**src/rtl/pipe_stage_reg_if.sv**
```systemverilog
// pipe_stage_reg_if: one valid/ready/data channel.
// master drives valid and data and samples ready; slave does the reverse.
interface pipe_stage_reg_if #(
    parameter int WIDTH = 192
);
    logic             valid;
    logic             ready;
    logic [WIDTH-1:0] data;

    modport master (output valid, output data, input  ready);
    modport slave  (input  valid, input  data,  output ready);
endinterface

```
**src/rtl/pipe_stage_reg.sv**
```systemverilog
// pipe_stage_reg: two-entry skid-buffered pipeline register.
//
// The head entry sits in main_q and always drives out_data. skid_q catches a
// second word when the head is stalled. in_ready is decoded from the
// registered state only, so there is no combinational ready path from
// downstream to upstream.
//
// Optional feature: define PIPE_STAGE_STALL_CNT_EN to build a 32-bit counter
// of back-pressure cycles (out_valid & !out_ready). The counter is cleared
// only by reset. Without the macro, stall_cnt_o is tied to zero.
module pipe_stage_reg #(
    parameter int               WIDTH    = 192,
    parameter logic [WIDTH-1:0] CLR_DATA = '0
) (
    input  logic                   clk_i,
    input  logic                   rst_i,
    input  logic                   clr_i,
    pipe_stage_reg_if.slave        in_if,
    pipe_stage_reg_if.master       out_if,
    output logic [1:0]             occupancy_o,
    output logic [31:0]            stall_cnt_o
);

    typedef enum logic [1:0] {
        EMPTY = 2'd0,
        ONE   = 2'd1,
        TWO   = 2'd2
    } state_t;

    state_t           state_q;
    logic [WIDTH-1:0] main_q;
    logic [WIDTH-1:0] skid_q;

    logic in_ready;
    logic out_valid;
    logic in_fire;
    logic out_fire;

    assign in_ready  = (state_q != TWO);
    assign out_valid = (state_q != EMPTY);
    assign in_fire   = in_if.valid & in_ready;
    assign out_fire  = out_valid & out_if.ready;

    assign in_if.ready  = in_ready;
    assign out_if.valid = out_valid;
    assign out_if.data  = main_q;

    // The state encoding is the entry count.
    assign occupancy_o = state_q;

    // Occupancy FSM and data registers. Data registers are written only on a
    // fire, so an emptied register keeps its last value.
    always_ff @(posedge clk_i or posedge rst_i) begin
        if (rst_i) begin
            state_q <= EMPTY;
            main_q  <= CLR_DATA;
            skid_q  <= CLR_DATA;
        end else if (clr_i) begin
            // Flush: drop both entries and any word offered in this cycle.
            state_q <= EMPTY;
            main_q  <= CLR_DATA;
            skid_q  <= CLR_DATA;
        end else begin
            case (state_q)
                EMPTY: begin
                    if (in_fire) begin
                        state_q <= ONE;
                        main_q  <= in_if.data;
                    end
                end
                ONE: begin
                    if (in_fire && out_fire) begin
                        main_q <= in_if.data;
                    end else if (in_fire) begin
                        state_q <= TWO;
                        skid_q  <= in_if.data;
                    end else if (out_fire) begin
                        state_q <= EMPTY;
                    end
                end
                TWO: begin
                    // in_ready is low, so only the head can leave.
                    if (out_fire) begin
                        state_q <= ONE;
                        main_q  <= skid_q;
                    end
                end
                default: begin
                    state_q <= EMPTY;
                end
            endcase
        end
    end

`ifdef PIPE_STAGE_STALL_CNT_EN
    logic [31:0] stall_cnt_q;

    // Count every back-pressured cycle. The counter wraps naturally and
    // ignores clr.
    always_ff @(posedge clk_i or posedge rst_i) begin
        if (rst_i) begin
            stall_cnt_q <= '0;
        end else if (out_valid && !out_if.ready) begin
            stall_cnt_q <= stall_cnt_q + 32'd1;
        end
    end

    assign stall_cnt_o = stall_cnt_q;
`else
    assign stall_cnt_o = '0;
`endif

endmodule

```
**src/flat_wrapper.sv**
```systemverilog
// flat-port wrapper written by rule: the top's interface ports become plain ports
module pipe_stage_reg_flat 
#(
    parameter int               WIDTH    = 192,
    parameter logic [WIDTH-1:0] CLR_DATA = '0
)
  (clk_i, rst_i, clr_i, occupancy_o, stall_cnt_o, in_if_valid, in_if_data, in_if_ready, out_if_valid, out_if_data, out_if_ready);
  pipe_stage_reg_if #(.WIDTH(WIDTH)) in_if_i ();
  pipe_stage_reg_if #(.WIDTH(WIDTH)) out_if_i ();
  input  logic clk_i;
  input  logic rst_i;
  input  logic clr_i;
  output logic [1:0] occupancy_o;
  output logic [31:0] stall_cnt_o;
  input wire logic [$bits(in_if_i.valid)-1:0] in_if_valid;
  input wire logic [$bits(in_if_i.data)-1:0] in_if_data;
  output wire logic [$bits(in_if_i.ready)-1:0] in_if_ready;
  output wire logic [$bits(out_if_i.valid)-1:0] out_if_valid;
  output wire logic [$bits(out_if_i.data)-1:0] out_if_data;
  input wire logic [$bits(out_if_i.ready)-1:0] out_if_ready;
  assign in_if_i.valid = in_if_valid;
  assign in_if_i.data = in_if_data;
  assign in_if_ready = in_if_i.ready;
  assign out_if_valid = out_if_i.valid;
  assign out_if_data = out_if_i.data;
  assign out_if_i.ready = out_if_ready;
  pipe_stage_reg #(.WIDTH(WIDTH), .CLR_DATA(CLR_DATA)) u_core (.clk_i(clk_i), .rst_i(rst_i), .clr_i(clr_i), .in_if(in_if_i), .out_if(out_if_i), .occupancy_o(occupancy_o), .stall_cnt_o(stall_cnt_o));
endmodule
```
**config.mk**
```make
export PLATFORM = sky130hd
export DESIGN_NAME = pipe_stage_reg_flat
export DESIGN_NICKNAME = d
export VERILOG_FILES = /design/src/rtl/pipe_stage_reg_if.sv /design/src/rtl/pipe_stage_reg.sv /design/src/flat_wrapper.sv
export SDC_FILE = /design/constraint.sdc
export NUM_CORES = 1
export LEC_CHECK = 0
export ABC_AREA = 1
export CAP_MARGIN = 20
export CORE_ASPECT_RATIO = 1.4
export CORE_UTILIZATION = 50
export DETAILED_ROUTE_END_ITERATION = 7
export PLACE_DENSITY_LB_ADDON = 0.25
export SYNTH_ARGS = -nofsm -noshare
export SYNTH_HDL_FRONTEND = slang
export SYNTH_SLANG_ARGS = --single-unit
```
**constraint.sdc**
```tcl
create_clock -name clk_i -period 24.2 [get_ports clk_i]
set_clock_uncertainty 0.05 [all_clocks]
set_input_delay 4.84 -clock clk_i [delete_from_list [all_inputs] [get_ports clk_i]]
set_output_delay 4.84 -clock clk_i [all_outputs]
set_load 0.01 [all_outputs]
```
# Word level (Yosys, flattened, before mapping)
# Cells that the tools add are included.
# word_totals
rom_bits	0
n_memories	0
mem_bits_rw	0
regBits	386
latchBits	0
inputBits	197
# op_classes
n_eq_ne	9
shift	0
n_reduce_logical	9
magnitude_cmp	0
n_addsub	0
mux	15
multipliers	0
n_div	0
n_bitwise	2
# ops
op	count
192-bit 2-to-1 mux	7
192-bit case mux with 3 select lines	1
2-bit 2-to-1 mux	6
3-bit by 2-bit != test with 1-bit output, second input constant	3
4-bit AND reduction	2
2-bit case mux with 3 select lines	1
2-bit nonzero test	3
2-bit != test, second input constant	2
4-bit by 2-bit != test with 1-bit output, second input constant	1
4-bit nonzero test	1
3-bit != test, second input constant	1
3-bit AND reduction	1
1-bit AND	2
2-bit by 1-bit equality test with 1-bit output, second input constant	1
2-bit equality test, second input constant	1
2-bit zero test	1
1-bit logical AND	1

# Depth between registers and ports, before layout
# logic_depth
word_depth	7
ltp_mapped	13
depth_no_buf	10

# Least setup slack after synthesis
# No wires, ideal clock.
# synth_timing
path_kind	reg-to-output
from	reg u_core.state_q[0], in the netlist u_core.occupancy_o[0]
to	out in_if_ready
slack_ns	18.326
path_buffers	1
path_stages_with_launch	5
t_arrival_ns	0.984
t_required_ns	19.310
cell_sequence	dfrtp_1 > inv_1 > ha_1 > buf_2 > inv_2
# synth_between
elab_chain_len	1
# synth_rtl
item	line	rtl
start, declared	pipe_stage_reg.sv:30	state_t state_q;
start signal, assigned	pipe_stage_reg.sv:55	state_q <= EMPTY;
start signal, assigned	pipe_stage_reg.sv:60	state_q <= EMPTY;
start signal, assigned	pipe_stage_reg.sv:67	state_q <= ONE;
2-bit != test	pipe_stage_reg.sv:39	assign in_ready = (state_q != TWO);
end, declared	flat_wrapper.sv:17	output wire logic [$bits(in_if_i.ready)-1:0] in_if_ready;
# Every way passes these cells.

# Worst setup path in the final report
# layout_timing
from	in clr_i
to	reg u_core.main_q[40], in the netlist u_core.out_if.data[40]
# layout_between
elab_chain_len	2
elab_cells_between_ends	6
classes_between	eq/ne: 3; mux: 1; reduce/logical: 2
# layout_rtl
item	line	rtl
start, declared	flat_wrapper.sv:12	input logic clr_i;
3-bit by 2-bit != test with 1-bit output (no line) / 4-bit nonzero test (equally long branches)	n/a	
4-bit AND reduction (no line)	n/a	
end signal, assigned	pipe_stage_reg.sv:68	main_q <= in_if.data;
end signal, assigned	pipe_stage_reg.sv:73	main_q <= in_if.data;
end signal, assigned	pipe_stage_reg.sv:85	main_q <= skid_q;
end, declared	pipe_stage_reg.sv:31	logic [WIDTH-1:0] main_q;
# Parallel ways exist; a longest one is shown, timed or not.
# A chain may end at the register's enable or synchronous reset.

==> metrics.txt <==
status=complete, no violations; input/output buffers=392; RSZ-0062 raised after global routing=no; GRT overflow=0; Lkg Pwr=0.0118 uW; drt pass-1 iters=5; Placeable Area=0.0358 mm^2; DP Wirelength=32200 um; number of global-route vias before repair=16100; Fin. Hold Viols=0; Post-CTS Hold Buffers=0; Placed Area=0.0219 mm^2; final net count=2797; clock sink total=386; Critical Path AT=8750 ps; Final Cell Area=0.0232 mm^2; synth cell count leaders=nand2_1, dfrtp_1, nand3_1, nor2_1, o21ai_0; post-cts resize count=0; Seq/Total Area, Yosys=53.3%; setup bufs post-CTS=0; syn avg cell area=7.80 um^2; first-pass GRT wire length=85600 um; H-tree lvl count=2; max_slew headroom=26.3%; CTS tree=yes; Final Critical Period=8340 ps; CTS buffer count=39; Synth Register Bits=386; DRT Wirelength=53900 um; Tightest Hold Check Type=flip-flop to flip-flop; Most used DFF post-synth=dfrtp_1; Initial Util=50.6%; FMAX=120 MHz; share of cells above drive strength 1=3.36%; startpoint types=input pin; Clock Path Buffers=3; IO Pins=425; top cell type's share of synthesized area=53.3%; final period utilization=34.5%; Final Setup Violations=0; Yosys warning total=0; power per cell area=110 mW/mm^2; CP max FO=120; vias per inst=5.48; top cells by area, synth=dfrtp_1, nand2_1, nand3_1; Synth Instances=2326; Final TNS setup=0 ps; EDFF count, synth=0; Max VDD drop=0.0000662 V; Antenna Nets Post-Route=0; Worst Tran Pin Value=1110 ps; die height=227 um; total number of vias=16900; Post-synth ARST share=100%; initial DRC count=1674; max_cap viols=0; die footprint=0.0370 mm^2; Worst-path clk slew=60 ps; All-Layer GR Usage=28.9%; Site Rows=82; GPL Wtd Cong=0.817; cell with the most instances after synthesis=nand2_1; Root Buffer=clkbuf_16; area growth from synthesis to layout=28.1%; Clock Latency Late Sink=530 ps; cell taking the most area after synthesis=dfrtp_1; WHS=420 ps; Req. time, crit path=24610 ps; Yosys cell types=20; crit path kind=input pin to flip-flop; crit path capture type=flip-flop; Chip Width=163 um; Fill cells=3036; largest net degree at the start of global routing=175; Post-Syn Area=0.0181 mm^2; initial antenna violation count=6; WL per Instance=17.5 um; Pins Over Slew Limit=0; residual DRC count=0
## registers in the layout (all words and copies together) (netlist names)
register,count
u_core.occupancy_o,2
u_core.out_if.data,192
u_core.skid_q,192
## report_power, final
part	total (uW)	leakage (uW)	internal (uW)	switching, uW
clock	630	0.000637	375	256
combinational	956	0.00601	411	545
sequential	967	0.00517	837	130
## per-layer routing
metal	GRT usage (%)	up-vias	wire length, um
li1	-	7910	-
met4	12.9	4	2360
met1	37.6	8109	21300
met3	5.70	131	4290
met5	0	-	29
met2	46.9	763	25900
## metrics by stage
stage	utilization (%)	power [uW]	instances	setup slack, ps
after floorplan	-	1450	2357	8580
after global placement	61.0	1900	3011	15600
after detailed placement	61.0	1930	3012	15500
after CTS	64.7	2560	3080	16000
after global routing	64.9	2690	3085	15620
final	64.9	2550	3086	15860
## cells in the final DEF (no fill, tap or decap), types with 2 or more instances in the layout
cell,synthesis,final
clkinvlp_4,0,2
ha_1,7,6
clkinv_2,0,2
clkdlybuf4s50_1,0,392
a21oi_1,57,57
diode_2,0,4
bufinv_16,0,4
nand2_1,725,724
inv_8,0,2
nand3_1,334,332
nand3_4,0,2
clkbuf_1,70,11
nor3_1,2,2
buf_12,0,2
o21ai_0,204,204
buf_4,58,14
inv_2,5,3
nor2_1,278,278
clkbuf_8,0,7
conb_1,1,32
buf_16,0,2
clkbuf_16,0,41
o21ai_1,45,45
inv_1,64,63
dfrtp_1,386,386
nor2_4,0,2
## final cells by class
type,count,area (um^2),share of cell area [%]
antenna,4,10.0,0.0431
clock buffer,59,1160,5.01
clock inverter,9,154,0.662
inverter,69,277,1.19
multi-input combinational,1687,7270,31.3
sequential,386,9660,41.6
tap,462,578,2.49
timing repair buffer,410,4120,17.8
## critical path, stage by stage
cell and delay (ps):
clkdlybuf4s50_1 670, inv_8 510, buf_4 900, buf_4 930, o21ai_0 330, nor2_1 200
nand3_1 110, nand2_1 130
## final timing paths
path / start / to / slack (ps) / depth (start not counted)
max: clr_i / u_core.out_if.data[40]$_DFFE_PP0P_ / 15860 / 8
min: u_core.out_if.data[26]$_DFFE_PP0P_ / u_core.out_if.data[26]$_DFFE_PP0P_ / 420 / 2
max reg2reg: u_core.occupancy_o[0]$_DFFE_PP0P_ / u_core.skid_q[95]$_DFFE_PP0P_ / 19960 / 8
min reg2reg: u_core.out_if.data[26]$_DFFE_PP0P_ / u_core.out_if.data[26]$_DFFE_PP0P_ / 420 / 2
max in group asynchronous: rst_i / u_core.out_if.data[114]$_DFFE_PP0P_ / 17860 / 3
min in group asynchronous: rst_i / u_core.out_if.data[14]$_DFFE_PP0P_ / 4770 / 2
## kinds of logic after synthesis
| family | Yosys count | synth area share, % |
|---|---|---|
| and+or+nand+nor | 1342 | 30.1 |
| AOI/OAI and AO/OA | 306 | 8.44 |
| adders and majority gates | 7 | 0.483 |
| DFF | 386 | 53.3 |
| buffers and inverters | 284 | 7.66 |
| other | 1 | 0.0207 |
Note: power is estimated with default switching activity, not from simulation.
